$ cat config.mk
export PLATFORM = sky130hd
export DESIGN_NAME = mem_port_arbiter
export DESIGN_NICKNAME = d
export VERILOG_FILES = /design/src/rtl/mem_port_arbiter.sv
export SDC_FILE = /design/constraint.sdc
export NUM_CORES = 2
export LEC_CHECK = 0
export CELL_PAD_IN_SITES_DETAIL_PLACEMENT = 1
export CELL_PAD_IN_SITES_GLOBAL_PLACEMENT = 2
export CORE_AREA = 2 2 583 585
export CTS_CLUSTER_DIAMETER = 150
export DETAILED_ROUTE_END_ITERATION = 8
export DIE_AREA = 0 0 585 587
export GPL_TIMING_DRIVEN = 0
export HOLD_SLACK_MARGIN = 0.08
export PLACE_DENSITY = 0.47
export SETUP_SLACK_MARGIN = 0.5
export SKIP_LAST_GASP = 1
export SLEW_MARGIN = 40
export SYNTH_ARGS = -nofsm -noshare
export SYNTH_HDL_FRONTEND = slang
export SYNTH_SLANG_ARGS = --single-unit
$ cat constraint.sdc
create_clock -name clk -period 33.9 [get_ports clk]
set_clock_uncertainty 0.2 [all_clocks]
set_input_delay 10.17 -clock clk [delete_from_list [all_inputs] [get_ports clk]]
set_output_delay 10.17 -clock clk [all_outputs]
set_load 0.05 [all_outputs]
$ cat src/rtl/mem_port_arbiter.sv
// Round-robin arbiter merging NCH cache memory ports onto one external memory bus,
// with split read/write lines, per-channel grant counters and a busy-cycle counter.
module mem_port_arbiter #(
   parameter int unsigned NCH        = 2,
   parameter int unsigned ADDR_WIDTH = 32,
   parameter int unsigned LINE_WIDTH = 256,
   parameter int unsigned CNT_WIDTH  = 32
) (
   input  logic                      clk,
   input  logic                      rst,
   input  logic [NCH-1:0]            creq,
   input  logic [NCH-1:0]            cwrite,
   input  logic [NCH*ADDR_WIDTH-1:0] caddr,
   input  logic [NCH*LINE_WIDTH-1:0] cwdata,
   output logic [NCH-1:0]            cack_n,
   output logic [LINE_WIDTH-1:0]     crdata,
   output logic                      mreq,
   output logic                      mwrite,
   output logic [ADDR_WIDTH-1:0]     maddr,
   output logic [LINE_WIDTH-1:0]     mwdata,
   input  logic                      mack_n,
   input  logic [LINE_WIDTH-1:0]     mrdata,
   output logic [NCH*CNT_WIDTH-1:0]  grant_count,
   output logic [CNT_WIDTH-1:0]      busy_count
);

   localparam int unsigned PW = (NCH > 1) ? $clog2(NCH) : 1;

   typedef enum logic [1:0] {IDLE, BUSY, DONE} state_t;

   state_t                state;
   logic [PW-1:0]         last;
   logic [PW-1:0]         gsel;
   logic [PW-1:0]         pick_c;
   logic                  any_c;
   logic [ADDR_WIDTH-1:0] caddr_a  [NCH];
   logic [LINE_WIDTH-1:0] cwdata_a [NCH];
   logic [CNT_WIDTH-1:0]  gcnt     [NCH];

   for (genvar i = 0; i < int'(NCH); i++) begin : g_ch
      assign caddr_a[i]  = caddr[i*ADDR_WIDTH +: ADDR_WIDTH];
      assign cwdata_a[i] = cwdata[i*LINE_WIDTH +: LINE_WIDTH];
      assign grant_count[i*CNT_WIDTH +: CNT_WIDTH] = gcnt[i];
   end

   // First requester after the last served channel, wrapping modulo NCH.
   always_comb begin
      int idx;
      idx    = 0;
      pick_c = '0;
      any_c  = 1'b0;
      for (int off = 1; off <= int'(NCH); off++) begin
         idx = int'(last) + off;
         if (idx >= int'(NCH)) idx = idx - int'(NCH);
         if (!any_c && creq[PW'(idx)]) begin
            any_c  = 1'b1;
            pick_c = PW'(idx);
         end
      end
   end

   always_ff @(posedge clk or posedge rst) begin
      if (rst) begin
         state      <= IDLE;
         mreq       <= 1'b0;
         mwrite     <= 1'b0;
         maddr      <= '0;
         mwdata     <= '0;
         cack_n     <= '1;
         crdata     <= '0;
         last       <= PW'(NCH - 1);
         gsel       <= '0;
         busy_count <= '0;
         for (int i = 0; i < int'(NCH); i++) gcnt[i] <= '0;
      end else begin
         if (mreq) busy_count <= busy_count + CNT_WIDTH'(1);
         case (state)
            IDLE: begin
               if (any_c) begin
                  gsel   <= pick_c;
                  mreq   <= 1'b1;
                  mwrite <= cwrite[pick_c];
                  maddr  <= caddr_a[pick_c];
                  mwdata <= cwdata_a[pick_c];
                  state  <= BUSY;
               end
            end
            BUSY: begin
               if (!mack_n) begin
                  mreq         <= 1'b0;
                  mwrite       <= 1'b0;
                  cack_n[gsel] <= 1'b0;
                  // mwrite still holds the latched flag of this transaction here.
                  if (!mwrite) crdata <= mrdata;
                  gcnt[gsel]   <= gcnt[gsel] + CNT_WIDTH'(1);
                  last         <= gsel;
                  state        <= DONE;
               end
            end
            DONE: begin
               cack_n <= '1;
               state  <= IDLE;
            end
            default: state <= IDLE;
         endcase
      end
   end

endmodule

==> impl_results.md <==
- Worst-path clk slew: around 0.06 ns
- Worst path depth: 1
- Post-layout min period: 12.78 ns
- Fin cells: roughly 8800
- Dominant synthesized flop cell: dfrtp_1
- CTS resizes: 0
- Worst Path Required: about 24 ns
- Slew at the pin closest to its max-slew limit: between 0.8 and 0.9 ns
- Asr flop ratio synth: 100%
- Remaining DRCs: 0
- Full die area: ~340000 sq um
- #FFs+latches synth: roughly 650
- Hold WS: approximately 0.27 ns
- Synth Warn #: 0
- Core Rows: approximately 210
- Chip Height: 587 microns
- Largest fanout on the critical path: 2
- Antenna violations before repair: 115
- Leak Pwr: ~19 nW
- Synthesized net count: around 3400
- Hold_buf cts: 0
- Die X: around 590 microns
- Share of post-route cells with drive strength above 1: 13.4%
- Critical Path End Type: primary output
- Crit path kind: flip-flop to primary output
- Fin crit share: between 30% and 40%
- Core area: about 340000 sq um
- Clock sinks: about 650
- Setup slack at placement: 20.21 ns
- Final setup violating endpoints: 0
- Antenna-violating nets left: 0
- First-pass GRT wire length: approximately 330 mm
- Syn Inst Count: around 2600
- Netlist cell types: 46
- Crit path max-delay family: buffers and inverters
- Syn Area/Cell: roughly 11 sq um
- Final HPWL from detailed placement: approximately 230 mm
- Congestion Overflow GR: 0
- Slew Limit Fails: 0
- Synth top area share: roughly 60%
- Cell Chain, Critical Path: clkdlybuf4s50_1
- Filler cells: between 30000 and 40000
- Clock tree buffer depth: 4
- Critical-path top delay cell: clkdlybuf4s50_1
- Launch point of the worst reg-to-reg path: gsel
- Vias post-DR: ~28000
- Clk Latency, worst-skew pair: 0.81 ns
- Syn-to-layout area delta: 88.1%
- Max H-tree Level: 3
- Vias in the first global route: ~30000
- Nets@finish: 5017
- Max-slew headroom: slightly above 40%
- CTS tree: done
- Register area share after synthesis: 59.9%
- Pin count of the biggest net entering global routing: 75
- Placed insts: about 8600
- Worst setup endpoint: mwdata[105]
- Pre-antenna DRT Iters: 8
- CP startpoint kind: flip-flop
- Worst reg2reg setup slack: ~30 ns
- CP Launch Point: mwdata[105]
- R2r worst-path depth: 10
- Drt total wl: ~260 mm
- Wire per inst: ~30 microns
- Drt initial violations: roughly 1300
- Number of flops mapped to enable cells by yosys: 0
- Yosys top cell by area: dfrtp_1
- Pwr/cell area: ~100 nW/um^2
- Initial Util: ~8%
- Port bufs: about 1500
- Ports: 1483
- Root Buffer: clkbuf_16
- Hold WC Path Type: flip-flop to flip-flop
- Worst path arrival time: roughly 2.4 ns
- Total power: 5.05 mW
- Setup repair bufs after CTS: 0
- Fmax: roughly 80 MHz
- R2R Path End: grant_count[52]
- Clock buffer count from CTS: ~100
- Synthesized cell area: 27100 sq um
- Final Core Density: between 10% and 20%
- Crit path buf inv count: 1
- Synth area leaders: dfrtp_1 60%, mux2_2 11%, nand2_1 8.8%, a31oi_1 6.7%, nor2_1 4.3%
- Final Hold Viols: 0
- Tot GR Track Use: between 10% and 20%
- Gp weighted congestion: just over 0.9
- Status: complete, no violations
- Max VDD drop: approximately 45 uV
- Largest stage delay, worst path: roughly 1.0 ns
- RSZ-0062 raised after global routing: no
- Final worst slack: between 20 and 25 ns
- Vias per cell: roughly 3.1
- Max Cap Viol: 0
## worst min-delay path by stage
stage | startpoint | endpoint | slack [ns] | cells after the start
floorplan | last | last | 0.25 | 2
CTS | grant_count[31] | grant_count[31] | 0.28 | 1
global placement | busy_count[31] | busy_count[31] | 0.26 | 1
finish | grant_count[31] | grant_count[31] | 0.27 | 1
global route | grant_count[31] | grant_count[31] | 0.29 | 1
detailed placement | grant_count[31] | grant_count[31] | 0.27 | 1
## layer usage
metal  part of all wire (%)  GRT usage, %
met5                   0.14             0
met4                    2.9          4.40
met3                     12          7.59
met2                     49          24.9
met1                     36          15.3
## report_power, final
part	switching, mW	internal (mW)
logic	1.90	0.771
registers	0.255	1.07
clock network	0.431	0.625
total	2.58	2.46
## metrics by stage
| step | TNS, ns | area [sq um] |
|---|---|---|
| finish | 0 | 50900 |
| global route | 0 | 50900 |
| CTS | 0 | 50900 |
| detailed placement | 0 | 47700 |
| global placement | -4435.26 | 47600 |
| floorplan | 0 | 27100 |
## cell type report
cell class	instances	area, sq um	share of cell area [%]
Antenna cell	30	75.1	0.147
Buffer	169	706	1.39
Clock buffer	151	2930	5.75
Clock inverter	27	304	0.597
Inverter	7	33.8	0.0663
Multi-Input combinational cell	1751	10200	20.0
Sequential cell	648	16200	31.8
Tap cell	4536	5680	11.1
Timing Repair Buffer	1498	14800	29.1
## flip-flops by register name, summed over array words and instances (netlist names)
name,flops
last,1
mreq,1
cack_n,2
mwrite,1
grant_count,64
busy_count,32
crdata,256
gsel,1
state,2
mwdata,256
maddr,32
## cell usage after synthesis, drive strengths merged (3+ instances only)
master,n
mux2i,5
nand4,23
a31oi,289
inv,7
nor3,9
nand2b,4
nand3b,9
o21ai,11
buf,36
clkbuf,133
mux2,261
dfrtp,645
nand4b,5
a21oi,4
xor2,35
xnor2,54
dfstp,3
and2,8
nand3,41
nor2,311
nand2,636
and3,10
and4,7
nor4,4
## cell families (layout without fill, tap and decap cells)
family / after synthesis / in the layout / share of synthesized area, %
flip-flops: 648 / 648 / 59.9
AND/OR/NAND/NOR: 1075 / 1075 / 16.1
other: 0 / 30 / 0
adder cells (fa/ha/maj): 2 / 2 / 0.0924
XOR/XNOR: 89 / 89 / 2.88
buffers and inverters: 176 / 1852 / 2.57
AO/OA/AOI/OAI: 319 / 319 / 7.42
multiplexers: 266 / 266 / 11.0
## layout by cell type (no fill, tap or decap), drive strengths merged, types with 3 or more instances in the layout
cell,synthesis,layout
nand2b,4,4
nand3,41,41
clkdlybuf4s50,0,1396
a21oi,4,4
dfstp,3,3
xnor2,54,54
and2,8,8
nor2,311,311
mux2i,5,5
clkbuf,133,286
buf,36,136
xor2,35,35
inv,7,12
a31oi,289,289
bufinv,0,4
clkinv,0,16
nand2,636,636
and4,7,7
nand4,23,23
o21ai,11,11
dfrtp,645,645
and3,10,10
diode,0,30
nor3,9,9
nand4b,5,5
nor4,4,4
mux2,261,261
nand3b,9,9
(Power assumes the default switching activity.)
